## src/rtl/move_collision_responder.sv

```systemverilog
// move_collision_responder
//
// Decides whether a character may move to a proposed top-left position.
// A request first gets a screen-bounds check. If that passes, the block
// scans the obstacle rectangle table and then the three peer characters,
// one check per clock, and stops at the first overlap found.
//
// Ports
//   debouncingclock        sole clock, all state changes on the rising edge
//   reset                  synchronous, active-high
//   test_active            request; held high by the mover until result_valid
//   test_x, test_y         proposed top-left position (latched on accept)
//   peerN_x, peerN_y       top-left of the other characters (sampled live)
//   peer_en                bit i enables peer i in the scan
//   obs_wr_*               obstacle table write port (idx, rect, valid flag)
//   move_allowed           result, meaningful while result_valid = 1
//   result_valid           result available (DONE state)
//   busy                   high in SCAN and DONE
//   hit_index              blocking check index; 31 = bounds failure
//
// state | meaning
// IDLE  | waiting for test_active; bounds check runs on accept
// SCAN  | one obstacle/peer overlap check per cycle, index chk_idx
// DONE  | result held until test_active drops

module move_collision_responder #(
    parameter int NUM_OBSTACLES    = 8,
    parameter int CHARACTER_WIDTH  = 20,
    parameter int CHARACTER_HEIGHT = 20,
    parameter int XLIMIT           = 319,
    parameter int YLIMIT           = 239
) (
    input  logic       debouncingclock,
    input  logic       reset,
    input  logic       test_active,
    input  logic [9:0] test_x,
    input  logic [9:0] test_y,
    input  logic [9:0] peer0_x,
    input  logic [9:0] peer0_y,
    input  logic [9:0] peer1_x,
    input  logic [9:0] peer1_y,
    input  logic [9:0] peer2_x,
    input  logic [9:0] peer2_y,
    input  logic [2:0] peer_en,
    input  logic       obs_wr_en,
    input  logic [3:0] obs_wr_idx,
    input  logic [9:0] obs_wr_x,
    input  logic [9:0] obs_wr_y,
    input  logic [9:0] obs_wr_w,
    input  logic [9:0] obs_wr_h,
    input  logic       obs_wr_valid,
    output logic       move_allowed,
    output logic       result_valid,
    output logic       busy,
    output logic [4:0] hit_index
);

    localparam logic [1:0] ST_IDLE = 2'd0;
    localparam logic [1:0] ST_SCAN = 2'd1;
    localparam logic [1:0] ST_DONE = 2'd2;

    localparam logic [4:0]  LAST_CHECK = 5'(NUM_OBSTACLES + 2);
    localparam logic [4:0]  BOUNDS_HIT = 5'd31;
    localparam logic [10:0] X_MAX      = 11'(XLIMIT - CHARACTER_WIDTH);
    localparam logic [10:0] Y_MAX      = 11'(YLIMIT - CHARACTER_HEIGHT);
    localparam logic [10:0] CHAR_W     = 11'(CHARACTER_WIDTH);
    localparam logic [10:0] CHAR_H     = 11'(CHARACTER_HEIGHT);

    logic [1:0] state;
    logic [9:0] lat_x;
    logic [9:0] lat_y;
    logic [4:0] chk_idx;

    logic [9:0]               obs_x [NUM_OBSTACLES];
    logic [9:0]               obs_y [NUM_OBSTACLES];
    logic [9:0]               obs_w [NUM_OBSTACLES];
    logic [9:0]               obs_h [NUM_OBSTACLES];
    logic [NUM_OBSTACLES-1:0] obs_valid;

    logic [9:0] box_x;
    logic [9:0] box_y;
    logic [9:0] box_w;
    logic [9:0] box_h;
    logic       box_en;
    logic       box_hit;
    logic       bounds_fail;

    // Obstacle table. Only the valid flags need reset; rectangle contents
    // are ignored while their flag is clear. Out-of-range indices match no
    // slot, so such writes fall through harmlessly.
    always_ff @(posedge debouncingclock) begin
        if (reset) begin
            obs_valid <= '0;
        end else if (obs_wr_en) begin
            for (int i = 0; i < NUM_OBSTACLES; i++) begin
                if (obs_wr_idx == 4'(i)) begin
                    obs_x[i]     <= obs_wr_x;
                    obs_y[i]     <= obs_wr_y;
                    obs_w[i]     <= obs_wr_w;
                    obs_h[i]     <= obs_wr_h;
                    obs_valid[i] <= obs_wr_valid;
                end
            end
        end
    end

    // Box under test for the current scan index: obstacle slots first, then
    // the three peers, whose boxes are the fixed character size.
    always_comb begin
        box_x  = '0;
        box_y  = '0;
        box_w  = '0;
        box_h  = '0;
        box_en = 1'b0;
        for (int i = 0; i < NUM_OBSTACLES; i++) begin
            if (chk_idx == 5'(i)) begin
                box_x  = obs_x[i];
                box_y  = obs_y[i];
                box_w  = obs_w[i];
                box_h  = obs_h[i];
                box_en = obs_valid[i];
            end
        end
        if (chk_idx == 5'(NUM_OBSTACLES)) begin
            box_x  = peer0_x;
            box_y  = peer0_y;
            box_w  = 10'(CHARACTER_WIDTH);
            box_h  = 10'(CHARACTER_HEIGHT);
            box_en = peer_en[0];
        end
        if (chk_idx == 5'(NUM_OBSTACLES + 1)) begin
            box_x  = peer1_x;
            box_y  = peer1_y;
            box_w  = 10'(CHARACTER_WIDTH);
            box_h  = 10'(CHARACTER_HEIGHT);
            box_en = peer_en[1];
        end
        if (chk_idx == 5'(NUM_OBSTACLES + 2)) begin
            box_x  = peer2_x;
            box_y  = peer2_y;
            box_w  = 10'(CHARACTER_WIDTH);
            box_h  = 10'(CHARACTER_HEIGHT);
            box_en = peer_en[2];
        end
    end

    // Strict overlap with 11-bit sums so right/bottom edges never wrap.
    // A degenerate box is excluded explicitly: with w=0 the x-inequalities
    // alone could still pass.
    assign box_hit = box_en && (box_w != 10'd0) && (box_h != 10'd0)
                  && ({1'b0, lat_x} < ({1'b0, box_x} + {1'b0, box_w}))
                  && (({1'b0, lat_x} + CHAR_W) > {1'b0, box_x})
                  && ({1'b0, lat_y} < ({1'b0, box_y} + {1'b0, box_h}))
                  && (({1'b0, lat_y} + CHAR_H) > {1'b0, box_y});

    assign bounds_fail = ({1'b0, test_x} > X_MAX) || ({1'b0, test_y} > Y_MAX);

    always_ff @(posedge debouncingclock) begin
        if (reset) begin
            state        <= ST_IDLE;
            lat_x        <= '0;
            lat_y        <= '0;
            chk_idx      <= '0;
            move_allowed <= 1'b0;
            hit_index    <= '0;
        end else begin
            case (state)
                ST_IDLE: begin
                    if (test_active) begin
                        lat_x        <= test_x;
                        lat_y        <= test_y;
                        chk_idx      <= '0;
                        move_allowed <= 1'b0;
                        if (bounds_fail) begin
                            state     <= ST_DONE;
                            hit_index <= BOUNDS_HIT;
                        end else begin
                            state     <= ST_SCAN;
                            hit_index <= '0;
                        end
                    end
                end
                ST_SCAN: begin
                    if (!test_active) begin
                        state <= ST_IDLE;
                    end else if (box_hit) begin
                        state        <= ST_DONE;
                        move_allowed <= 1'b0;
                        hit_index    <= chk_idx;
                    end else if (chk_idx == LAST_CHECK) begin
                        state        <= ST_DONE;
                        move_allowed <= 1'b1;
                        hit_index    <= '0;
                    end else begin
                        chk_idx <= chk_idx + 5'd1;
                    end
                end
                ST_DONE: begin
                    if (!test_active) begin
                        state <= ST_IDLE;
                    end
                end
                default: state <= ST_IDLE;
            endcase
        end
    end

    assign result_valid = (state == ST_DONE);
    assign busy         = (state == ST_SCAN) || (state == ST_DONE);

endmodule

```

## config.mk

```make
export PLATFORM = sky130hd
export DESIGN_NAME = move_collision_responder
export DESIGN_NICKNAME = d
export VERILOG_FILES = /design/src/rtl/move_collision_responder.sv
export SDC_FILE = /design/constraint.sdc
export NUM_CORES = 1
export LEC_CHECK = 0
export ABC_AREA = 1
export CAP_MARGIN = 20
export CORE_ASPECT_RATIO = 0.5
export CORE_MARGIN = 5
export CORE_UTILIZATION = 25
export CTS_BUF_LIST = sky130_fd_sc_hd__clkbuf_16
export CTS_CLUSTER_DIAMETER = 40
export CTS_CLUSTER_SIZE = 25
export DETAILED_ROUTE_END_ITERATION = 10
export PLACE_DENSITY = 0.5
export SETUP_SLACK_MARGIN = 0.2
export SYNTH_ARGS = -nofsm -noshare
export SYNTH_HDL_FRONTEND = slang
export SYNTH_SLANG_ARGS = --single-unit
```

## constraint.sdc

```tcl
create_clock -name debouncingclock -period 9.5 [get_ports debouncingclock]
set_input_delay 1.9 -clock debouncingclock [delete_from_list [all_inputs] [get_ports debouncingclock]]
set_output_delay 1.9 -clock debouncingclock [all_outputs]
set_load 0.1 [all_outputs]
```

==> impl_metrics.ini, run 1 <==
[global_routing]
grt_pass1_wl_um = 77600
grt_max_degree = 51
grt_overflow = 0
track_usage_pct = 13.2
antenna_found_initial = 1
number_of_global_route_vias_before_repair = 12500

[timing]
postLayoutSetupSlackWorst_ns = 2.99
setup_repair_after_global_routing_missed_its_margin = no
pins_over_slew_limit = 0
clock.fmax_mhz = 154
setup_total_negative_slack_ns = 0
finalWorstPathRequiredPeriod_ns = 6.51
rel_slew_slack_pct = 31.0
tightest_slew_ns = 1.03
fin_crit_sh_pct = 68.6
timing.hold.ws_ns = 0.448
fin_worst_skew_ns = 0.0281
timing.final.setup_violations = 0
hold_viol_final = 0

[status]
outcome = finished clean

[hold_path]
timing.hold.worst.class = flop to flop

[drt]
detail_route.first_pass.iterations = 7
via_count = 12800
drt_drc_violations_left = 0
vias_per_cell = 4.39
detail_route.iter0.violations = 846
routed_wirelength_um = 51600
wire_per_inst_um = 17.7
route.antenna.remaining_nets = 0

[power_and_ir_drop]
cell_leakage_power_nw = 8.24
power_per_cell_area_nw_per_um2 = 209
vdd_drop_max_uv = 126

[logic_synthesis]
synthDominantCellAreaShare_pct = 54.1
ys_async_sr_fraction_pct = 0
register_area_share_after_synthesis_pct = 58.7
yosys_most_used_dff = sky130_fd_sc_hd__edfxtp_1
synth-compound-area-share_pct = 9.32
synth-xor-area-share_pct = 1.48
post_synth.cell_area_avg_um2 = 9.95
synth.distinct_cells = 58
syn-instance-count = 1784
synth.mux.area_fraction_pct = 0
synth-seq-cells = 361
yosysWarnings = 0
synth-simple-area-share_pct = 19.2
synth_top_area_cell = sky130_fd_sc_hd__edfxtp_1
synth_fa_ha_area_share_pct = 4.95
synth_area_um2 = 17800
largest_family_of_logic_cells_by_synthesized_area = simple AND/OR/NAND/NOR gates
yosys-top-cells-area = sky130_fd_sc_hd__edfxtp_1 54%, sky130_fd_sc_hd__nand2_1 9.4%, sky130_fd_sc_hd__ha_1 4.7%, sky130_fd_sc_hd__dfxtp_1 4.6%, sky130_fd_sc_hd__inv_1 3.8%
synth_enable_flop_cells = 320
syn_nets = 1985

[worst_setup_path]
max_stage_delay_ns = 0.63
setup.worst_path.class = flop to flop
path_common_cell = sky130_fd_sc_hd__nor2_1
data_arrival_time_of_the_critical_path_ns = 6.97
path_max_fanout = 37
timing.critical_path.to_type = flop
cp_num_buf_inv = 3
worst_ep_required_time_ns = 9.95
worst_path_dominant_cell_family = simple AND/OR/NAND/NOR gates
worst_setup_path_start_kind = flop
worst_path_max_delay_cell = sky130_fd_sc_hd__dfxtp_1

[floorplan]
floorplan.die.height_um = 198
floorplan.io_pins = 140
floorplan_core_area_um2 = 70700
initial_utilization_pct = 25.1
placementRows = 69
die_width_um = 387
dieArea_um2 = 76800

[layout]
area_growth_syn_to_layout_pct = 22.8
post_route_cells_drive_above_1_share_pct = 8.61
fillerInstances = 7292
final_cell_count_no_fill = 2921
layout.nets = 2125

[cts]
worstSkewPairLatency_ns = 0.59
numClockSinks = 361
clock_tree.buffer_depth = 3
tritoncts = built
clockRootBuffer = sky130_fd_sc_hd__clkbuf_16
cts-buffers-inserted = 47
cts-hold-fix-buffers = 0
clk_transition_reported_paths_ns = 0.06
post-cts-setup-buffer-count = 0
h_tree_level_count = 2
cts_repair_resize_count = 0

[placed_design]
dp_slack_ns = 2.98
portBuffers = 139
placed_cells_incl_taps = 2833
gp_congestion = 0.846
hpwlAfterDp_um = 35300

[run]
maxCapViolations = 0
-- layout make-up --
cell class	instances	area, um^2	share of cell area, %
antenna	1	2.50	0.0115
clock buffer	47	1180	5.39
clock inverter	40	429	1.97
inverter	192	727	3.33
multi-input combinational	1158	6260	28.7
sequential	361	10400	47.8
tap	958	1200	5.50
timing repair buffer	164	1580	7.24
-- synthesized netlist by cell type (13+ instances only) --
cell type                  number
sky130_fd_sc_hd__buf_2         24
sky130_fd_sc_hd__nand4_1       28
sky130_fd_sc_hd__o211ai_1      42
sky130_fd_sc_hd__clkbuf_1      29
sky130_fd_sc_hd__a21oi_1       78
sky130_fd_sc_hd__nor2_1       118
sky130_fd_sc_hd__edfxtp_1     320
sky130_fd_sc_hd__nand3_1      115
sky130_fd_sc_hd__o21ai_1       19
sky130_fd_sc_hd__or2_2         19
sky130_fd_sc_hd__dfxtp_1       41
sky130_fd_sc_hd__ha_1          67
sky130_fd_sc_hd__or2_0         13
sky130_fd_sc_hd__nand2_1      443
sky130_fd_sc_hd__inv_1        180
sky130_fd_sc_hd__xor2_1        20
sky130_fd_sc_hd__o21ai_0      105
-- placed cells by master, fill, tap and decap left out, types with 4 or more instances in the layout --
cell type / netlist / layout
sky130_fd_sc_hd__nor2_1: 118 / 110
sky130_fd_sc_hd__nand4_1: 28 / 28
sky130_fd_sc_hd__inv_6: 0 / 4
sky130_fd_sc_hd__a211oi_1: 8 / 8
sky130_fd_sc_hd__nand3_1: 115 / 115
sky130_fd_sc_hd__edfxtp_1: 320 / 320
sky130_fd_sc_hd__inv_1: 180 / 187
sky130_fd_sc_hd__buf_4: 5 / 25
sky130_fd_sc_hd__o21a_1: 7 / 7
sky130_fd_sc_hd__clkinv_1: 2 / 8
sky130_fd_sc_hd__o211ai_1: 42 / 42
sky130_fd_sc_hd__clkinv_4: 0 / 5
sky130_fd_sc_hd__or2_2: 19 / 19
sky130_fd_sc_hd__nand2_2: 8 / 8
sky130_fd_sc_hd__clkdlybuf4s50_1: 0 / 139
sky130_fd_sc_hd__a221oi_1: 4 / 4
sky130_fd_sc_hd__nor3_1: 6 / 6
sky130_fd_sc_hd__o21ai_1: 19 / 19
sky130_fd_sc_hd__o21ai_0: 105 / 105
sky130_fd_sc_hd__xnor2_1: 10 / 10
sky130_fd_sc_hd__bufinv_16: 0 / 6
sky130_fd_sc_hd__clkbuf_16: 0 / 47
sky130_fd_sc_hd__dfxtp_1: 41 / 41
sky130_fd_sc_hd__a21oi_2: 6 / 6
sky130_fd_sc_hd__a21oi_1: 78 / 78
sky130_fd_sc_hd__nor2_4: 5 / 13
sky130_fd_sc_hd__inv_2: 7 / 7
sky130_fd_sc_hd__inv_8: 0 / 5
sky130_fd_sc_hd__xor2_1: 20 / 20
sky130_fd_sc_hd__or2_0: 13 / 13
sky130_fd_sc_hd__ha_1: 67 / 67
sky130_fd_sc_hd__nand2_1: 443 / 443
-- cells by family (layout without fill, tap and decap cells) --
kind of cell             Yosys count  after routing
other                              0              1
buffers and inverters            265            443
AND/OR/NAND/NOR                  775            775
XOR/XNOR                          30             30
adder cells (fa/ha/maj)           69             69
AO/OA/AOI/OAI                    284            284
flip-flops                       361            361
-- metal layers --
| layer | part of all wire (%) | global-route usage, % | vias up |
|---|---|---|---|
| met4 | 2.9 | 4.46 | 0 |
| met5 | 0 | 0 | - |
| li1 | - | - | 6383 |
| met3 | 5.0 | 2.44 | 81 |
| met1 | 46 | 17.6 | 6107 |
| met2 | 47 | 21.8 | 261 |
-- final timing paths --
path | start | slack (ns) | end | cells after the start
worst max-delay path | chk_idx[3]$_SDFFE_PP0P_ | 2.99 | hit_index[0]$_SDFFE_PP0P_ | 36
worst min register to register | obs_valid[3]$_SDFFE_PP0P_ | 0.45 | obs_valid[3]$_SDFFE_PP0P_ | 2
worst min-delay path | obs_valid[3]$_SDFFE_PP0P_ | 0.45 | obs_valid[3]$_SDFFE_PP0P_ | 2
worst max register to register | chk_idx[3]$_SDFFE_PP0P_ | 2.99 | hit_index[0]$_SDFFE_PP0P_ | 36
-- through the flow --
step | utilization [%] | instance area [um^2] | total power, mW
after floorplan | - | 17800 | 2.46
after global placement | 28.6 | 20200 | 2.77
after detailed placement | 28.6 | 20200 | 2.78
after CTS | 30.8 | 21800 | 4.60
after global routing | 30.8 | 21800 | 4.79
final | 30.8 | 21800 | 4.55
-- flip-flops by register name, indices dropped and copies added (netlist names) --
register,count
lat_y,10
hit_index,5
obs_valid,8
lat_x,10
obs_w,80
chk_idx,5
obs_y,80
obs_h,80
move_allowed,1
obs_x,80
state,2
-- report_power, final --
group | internal, mW | switching [mW]
Clock | 1.09 | 0.724
Sequential | 1.76 | 0.0221
Combinational | 0.357 | 0.598
Total | 3.20 | 1.34
-- worst min-delay path, delay by kind of cell, from the launching register on --
family	cells	cell delay (ns)
DFF	1	0.31
AOI/OAI and AO/OA	1	0.05
buffers and inverters	1	0.05
Power figures use the tool's default switching activity.
==> inputs of run 2 (changes only) <==
==> constraint.sdc (replaced) <==
create_clock -name debouncingclock -period 6.2 [get_ports debouncingclock]
set_input_delay 1.24 -clock debouncingclock [delete_from_list [all_inputs] [get_ports debouncingclock]]
set_output_delay 1.24 -clock debouncingclock [all_outputs]
set_load 0.1 [all_outputs]
==> impl_metrics.ini, run 2 (same netlist as run 1, synthesis figures left out) <==
[cts]
cts-hold-fix-buffers = 0
clockRootBuffer = sky130_fd_sc_hd__clkbuf_16
numClockSinks = 361
tritoncts = built
cts-buffers-inserted = 48
clock_tree.buffer_depth = 3
h_tree_level_count = 2
worstSkewPairLatency_ns = 0.60
clk_transition_reported_paths_ns = 0.06

[worst_setup_path]
worst_setup_path_start_kind = flop
max_stage_delay_ns = 0.40
path_max_fanout = 27
data_arrival_time_of_the_critical_path_ns = 6.10
timing.critical_path.to_type = flop
setup.worst_path.class = flop to flop
worst_ep_required_time_ns = 6.71
worst_path_max_delay_cell = sky130_fd_sc_hd__o211ai_1

[timing]
clock.fmax_mhz = 179
pins_over_slew_limit = 0
timing.final.setup_violations = 0
hold_viol_final = 0
timing.hold.ws_ns = 0.450
setup_repair_after_global_routing_missed_its_margin = yes
rel_slew_slack_pct = 28.2
postLayoutSetupSlackWorst_ns = 0.612
setup_total_negative_slack_ns = 0
tightest_slew_ns = 1.07
fin_worst_skew_ns = 0.0279
fin_crit_sh_pct = 90.1
finalWorstPathRequiredPeriod_ns = 5.59

[power_and_ir_drop]
vdd_drop_max_uv = 206
sw_frac_of_total_pct = 30.1
cell_leakage_power_nw = 8.43
power_per_cell_area_nw_per_um2 = 318
design_power_total_mw = 7.06
p_int_mw = 4.94
comb_power_share_pct = 22.1
switching_power_mw = 2.12
p_seq_share_pct = 38.6
p_clk_share_pct = 39.3

[run]
maxCapViolations = 0

[drt]
route.antenna.remaining_nets = 0
detail_route.iter0.violations = 784
via_count = 13000
wire_per_inst_um = 18.1
routed_wirelength_um = 53600
detail_route.first_pass.iterations = 5
vias_per_cell = 4.40
drt_drc_violations_left = 0

[placed_design]
gp_congestion = 0.854
dp_slack_ns = 0.392
placed_cells_incl_taps = 2863
hpwlAfterDp_um = 37900
place_area_um2 = 20500
portBuffers = 139

[floorplan]
dieArea_um2 = 76800
placementRows = 69
floorplan.io_pins = 140
floorplan.die.height_um = 198
floorplan_core_area_um2 = 70700
initial_utilization_pct = 25.1
die_width_um = 387

[layout]
postLayoutCellArea_um2 = 22200
postLayoutCoreUtil_pct = 31.4
post_route_cells_drive_above_1_share_pct = 10.9
area_growth_syn_to_layout_pct = 25.1
final_cell_count_no_fill = 2957
mostFrequentLayoutCell = sky130_fd_sc_hd__nand2_1
layout.cells.most_common_list = 442 x sky130_fd_sc_hd__nand2_1, 320 x sky130_fd_sc_hd__edfxtp_1, 185 x sky130_fd_sc_hd__inv_1, 139 x sky130_fd_sc_hd__clkdlybuf4s50_1, 115 x sky130_fd_sc_hd__nand3_1
layout.nets = 2160

[global_routing]
track_usage_pct = 13.6
grt_pass1_wl_um = 79500
antenna_found_initial = 1
grt_overflow = 0
grt_max_degree = 44
number_of_global_route_vias_before_repair = 12700

[status]
outcome = finished clean

[hold_path]
timing.hold.worst.class = flop to flop
## run 2: per-layer routing
metal | global-route usage, % | part of all wire (%) | up-vias
li1 | - | - | 6455
met1 | 18.4 | 46 | 6241
met2 | 22.6 | 47 | 257
met3 | 2.21 | 4.8 | 68
met4 | 4.15 | 2.3 | 0
met5 | 0 | 0 | -
## run 2: path summary, 6_finish.rpt
| kind | from | end | slack (ns) | cells past startpoint |
|---|---|---|---|---|
| worst max-delay path | chk_idx[1]$_SDFFE_PP0P_ | hit_index[4]$_SDFFE_PP0P_ | 0.61 | 32 |
| worst min-delay path | obs_valid[0]$_SDFFE_PP0P_ | obs_valid[0]$_SDFFE_PP0P_ | 0.45 | 2 |
| worst max register to register | chk_idx[1]$_SDFFE_PP0P_ | hit_index[4]$_SDFFE_PP0P_ | 0.61 | 32 |
| worst min register to register | obs_valid[0]$_SDFFE_PP0P_ | obs_valid[0]$_SDFFE_PP0P_ | 0.45 | 2 |
## run 2: critical path, delay by kind of cell (launching register included)
| family | cells | cell delay, ns |
|---|---|---|
| AND/OR/NAND/NOR | 14 | 1.63 |
| XOR/XNOR | 1 | 0.14 |
| AO/OA/AOI/OAI | 12 | 2.14 |
| flip-flops | 1 | 0.35 |
| adder cells (fa/ha/maj) | 3 | 0.92 |
| buffers and inverters | 2 | 0.31 |
## run 2: power by group through the flow
stage	clock network [mW]	registers (mW)	logic, mW
after floorplan	0	2.80	0.966
after global placement	0	2.78	1.50
after detailed placement	0	2.78	1.52
after CTS	2.83	2.73	1.52
after global routing	2.94	2.73	1.74
final	2.78	2.73	1.56
## run 2: area by class of cell
class,count,area [um^2]
Sequential cell,361,10400
Clock buffer,48,1200
Multi-Input combinational cell,1158,6320
Fill cell,7238,48500
Timing Repair Buffer,198,1920
Antenna cell,1,2.50
Tap cell,958,1200
Inverter,192,728
Clock inverter,41,415
## run 2: timing repair
action,4_1_cts,5_1_grt
setup endpoints to repair,0,13
setup buffers,0,3
resized for setup,0,17
==> inputs of run 3 (changes only) <==
--- a/config.mk
+++ b/config.mk
@@ -10,7 +10,6 @@
 export CORE_ASPECT_RATIO = 0.5
 export CORE_MARGIN = 5
 export CORE_UTILIZATION = 25
-export CTS_BUF_LIST = sky130_fd_sc_hd__clkbuf_16
 export CTS_CLUSTER_DIAMETER = 40
 export CTS_CLUSTER_SIZE = 25
 export DETAILED_ROUTE_END_ITERATION = 10
==> impl_metrics.ini, run 3 (same netlist as run 1, synthesis figures left out) <==
[power_and_ir_drop]
cell_leakage_power_nw = 8.40
switching_power_mw = 2.12
design_power_total_mw = 7.07
p_seq_share_pct = 38.6
p_clk_share_pct = 39.4
power_per_cell_area_nw_per_um2 = 318
comb_power_share_pct = 22.0
p_int_mw = 4.95
vdd_drop_max_uv = 206
sw_frac_of_total_pct = 30.0

[drt]
detail_route.iter0.violations = 774
routed_wirelength_um = 53600
vias_per_cell = 4.40
detail_route.first_pass.iterations = 5
route.antenna.remaining_nets = 0
via_count = 13000
drt_drc_violations_left = 0
wire_per_inst_um = 18.1

[layout]
mostFrequentLayoutCell = sky130_fd_sc_hd__nand2_1
post_route_cells_drive_above_1_share_pct = 10.9
area_growth_syn_to_layout_pct = 25.1
layout.nets = 2160
layout.cells.most_common_list = 442 x sky130_fd_sc_hd__nand2_1, 320 x sky130_fd_sc_hd__edfxtp_1, 180 x sky130_fd_sc_hd__inv_1, 139 x sky130_fd_sc_hd__clkdlybuf4s50_1, 115 x sky130_fd_sc_hd__nand3_1
postLayoutCellArea_um2 = 22200
fillerInstances = 7238

[timing]
fin_worst_skew_ns = 0.0276
timing.hold.ws_ns = 0.449
fin_crit_sh_pct = 90.2
finalWorstPathRequiredPeriod_ns = 5.59
setup_total_negative_slack_ns = 0
setup_repair_after_global_routing_missed_its_margin = yes
timing.final.setup_violations = 0
clock.fmax_mhz = 179
pins_over_slew_limit = 0
postLayoutSetupSlackWorst_ns = 0.606
tightest_slew_ns = 1.06
hold_viol_final = 0
rel_slew_slack_pct = 28.9

[cts]
tritoncts = built
worstSkewPairLatency_ns = 0.59
clock_tree.buffer_depth = 3
clk_transition_reported_paths_ns = 0.06
cts-buffers-inserted = 48
numClockSinks = 361
h_tree_level_count = 2
clockRootBuffer = sky130_fd_sc_hd__clkbuf_16

[global_routing]
antenna_found_initial = 1
grt_pass1_wl_um = 79500
number_of_global_route_vias_before_repair = 12700
grt_overflow = 0
grt_max_degree = 44
track_usage_pct = 13.6

[worst_setup_path]
path_max_fanout = 27
timing.reg2reg.setup_slack_ns = 0.61
worst_path_max_delay_cell = sky130_fd_sc_hd__o211ai_1
max_stage_delay_ns = 0.41
setup.worst_path.class = flop to flop
rr_startpoint = chk_idx[1]$_SDFFE_PP0P_
worst_ep_required_time_ns = 6.71
worst_setup_path_start_kind = flop
worst_path_dominant_cell_family = compound AO/OA/AOI/OAI gates
data_arrival_time_of_the_critical_path_ns = 6.10
timing.critical_path.from = chk_idx[1]$_SDFFE_PP0P_
cp_num_buf_inv = 2
timing.critical_path.to_type = flop

[floorplan]
floorplan.io_pins = 140
die_width_um = 387
placementRows = 69
floorplan_core_area_um2 = 70700
dieArea_um2 = 76800
initial_utilization_pct = 25.1
floorplan.die.height_um = 198

[status]
outcome = finished clean

[placed_design]
gp_congestion = 0.854
hpwlAfterDp_um = 37900
place_area_um2 = 20500
dp_slack_ns = 0.392
portBuffers = 139

[hold_path]
hold_crit_start = obs_valid[3]$_SDFFE_PP0P_
timing.hold.worst.class = flop to flop

[run]
maxCapViolations = 0
## run 3: stage by stage
stage                     std cells  util, %
final                          2957     31.4
after global routing           2957     31.4
after CTS                      2952     31.3
after detailed placement       2863     29.0
after global placement         2862     28.9
after floorplan                1784        -
## run 3: path summary, 6_finish.rpt
kind	end	cells past startpoint
min reg2reg	obs_valid[3]$_SDFFE_PP0P_	2
max reg2reg	hit_index[4]$_SDFFE_PP0P_	32
max	hit_index[4]$_SDFFE_PP0P_	32
min	obs_valid[3]$_SDFFE_PP0P_	2
## run 3: power by group through the flow
stage | Sequential [mW] | Combinational [mW] | Clock [mW]
6_report | 2.73 | 1.56 | 2.78
5_1_grt | 2.73 | 1.74 | 2.95
4_1_cts | 2.73 | 1.52 | 2.84
3_5_place_dp | 2.78 | 1.52 | 0
3_3_place_gp | 2.78 | 1.50 | 0
2_1_floorplan | 2.80 | 0.966 | 0
## run 3: tightest hold or removal path: stages, from the launching register on
cell and delay, ns:
sky130_fd_sc_hd__dfxtp_1 0.31, sky130_fd_sc_hd__inv_1 0.05, sky130_fd_sc_hd__a21oi_1 0.05
## run 3: per-layer routing
| metal | up-vias | share of wire [%] | global-route usage, % |
|---|---|---|---|
| met5 | - | 0 | 0 |
| met4 | 0 | 2.3 | 4.15 |
| met3 | 70 | 4.9 | 2.21 |
| met2 | 258 | 47 | 22.6 |
| met1 | 6217 | 46 | 18.4 |
| li1 | 6454 | - | - |
## run 3: timing repair
item,in CTS,in global routing
endpoints found under the hold margin,0,0
setup endpoints to repair,0,13
setup buffers,0,3
hold buffers,0,0
resized for setup,0,17
## run 3: area by class of cell
type	count	area, um^2	area share, %
tap	958	1200	5.40
clock inverter	36	397	1.79
inverter	192	728	3.28
sequential	361	10400	47.0
antenna	1	2.50	0.0113
clock buffer	53	1220	5.49
timing repair buffer	198	1920	8.65
multi-input combinational	1158	6320	28.4
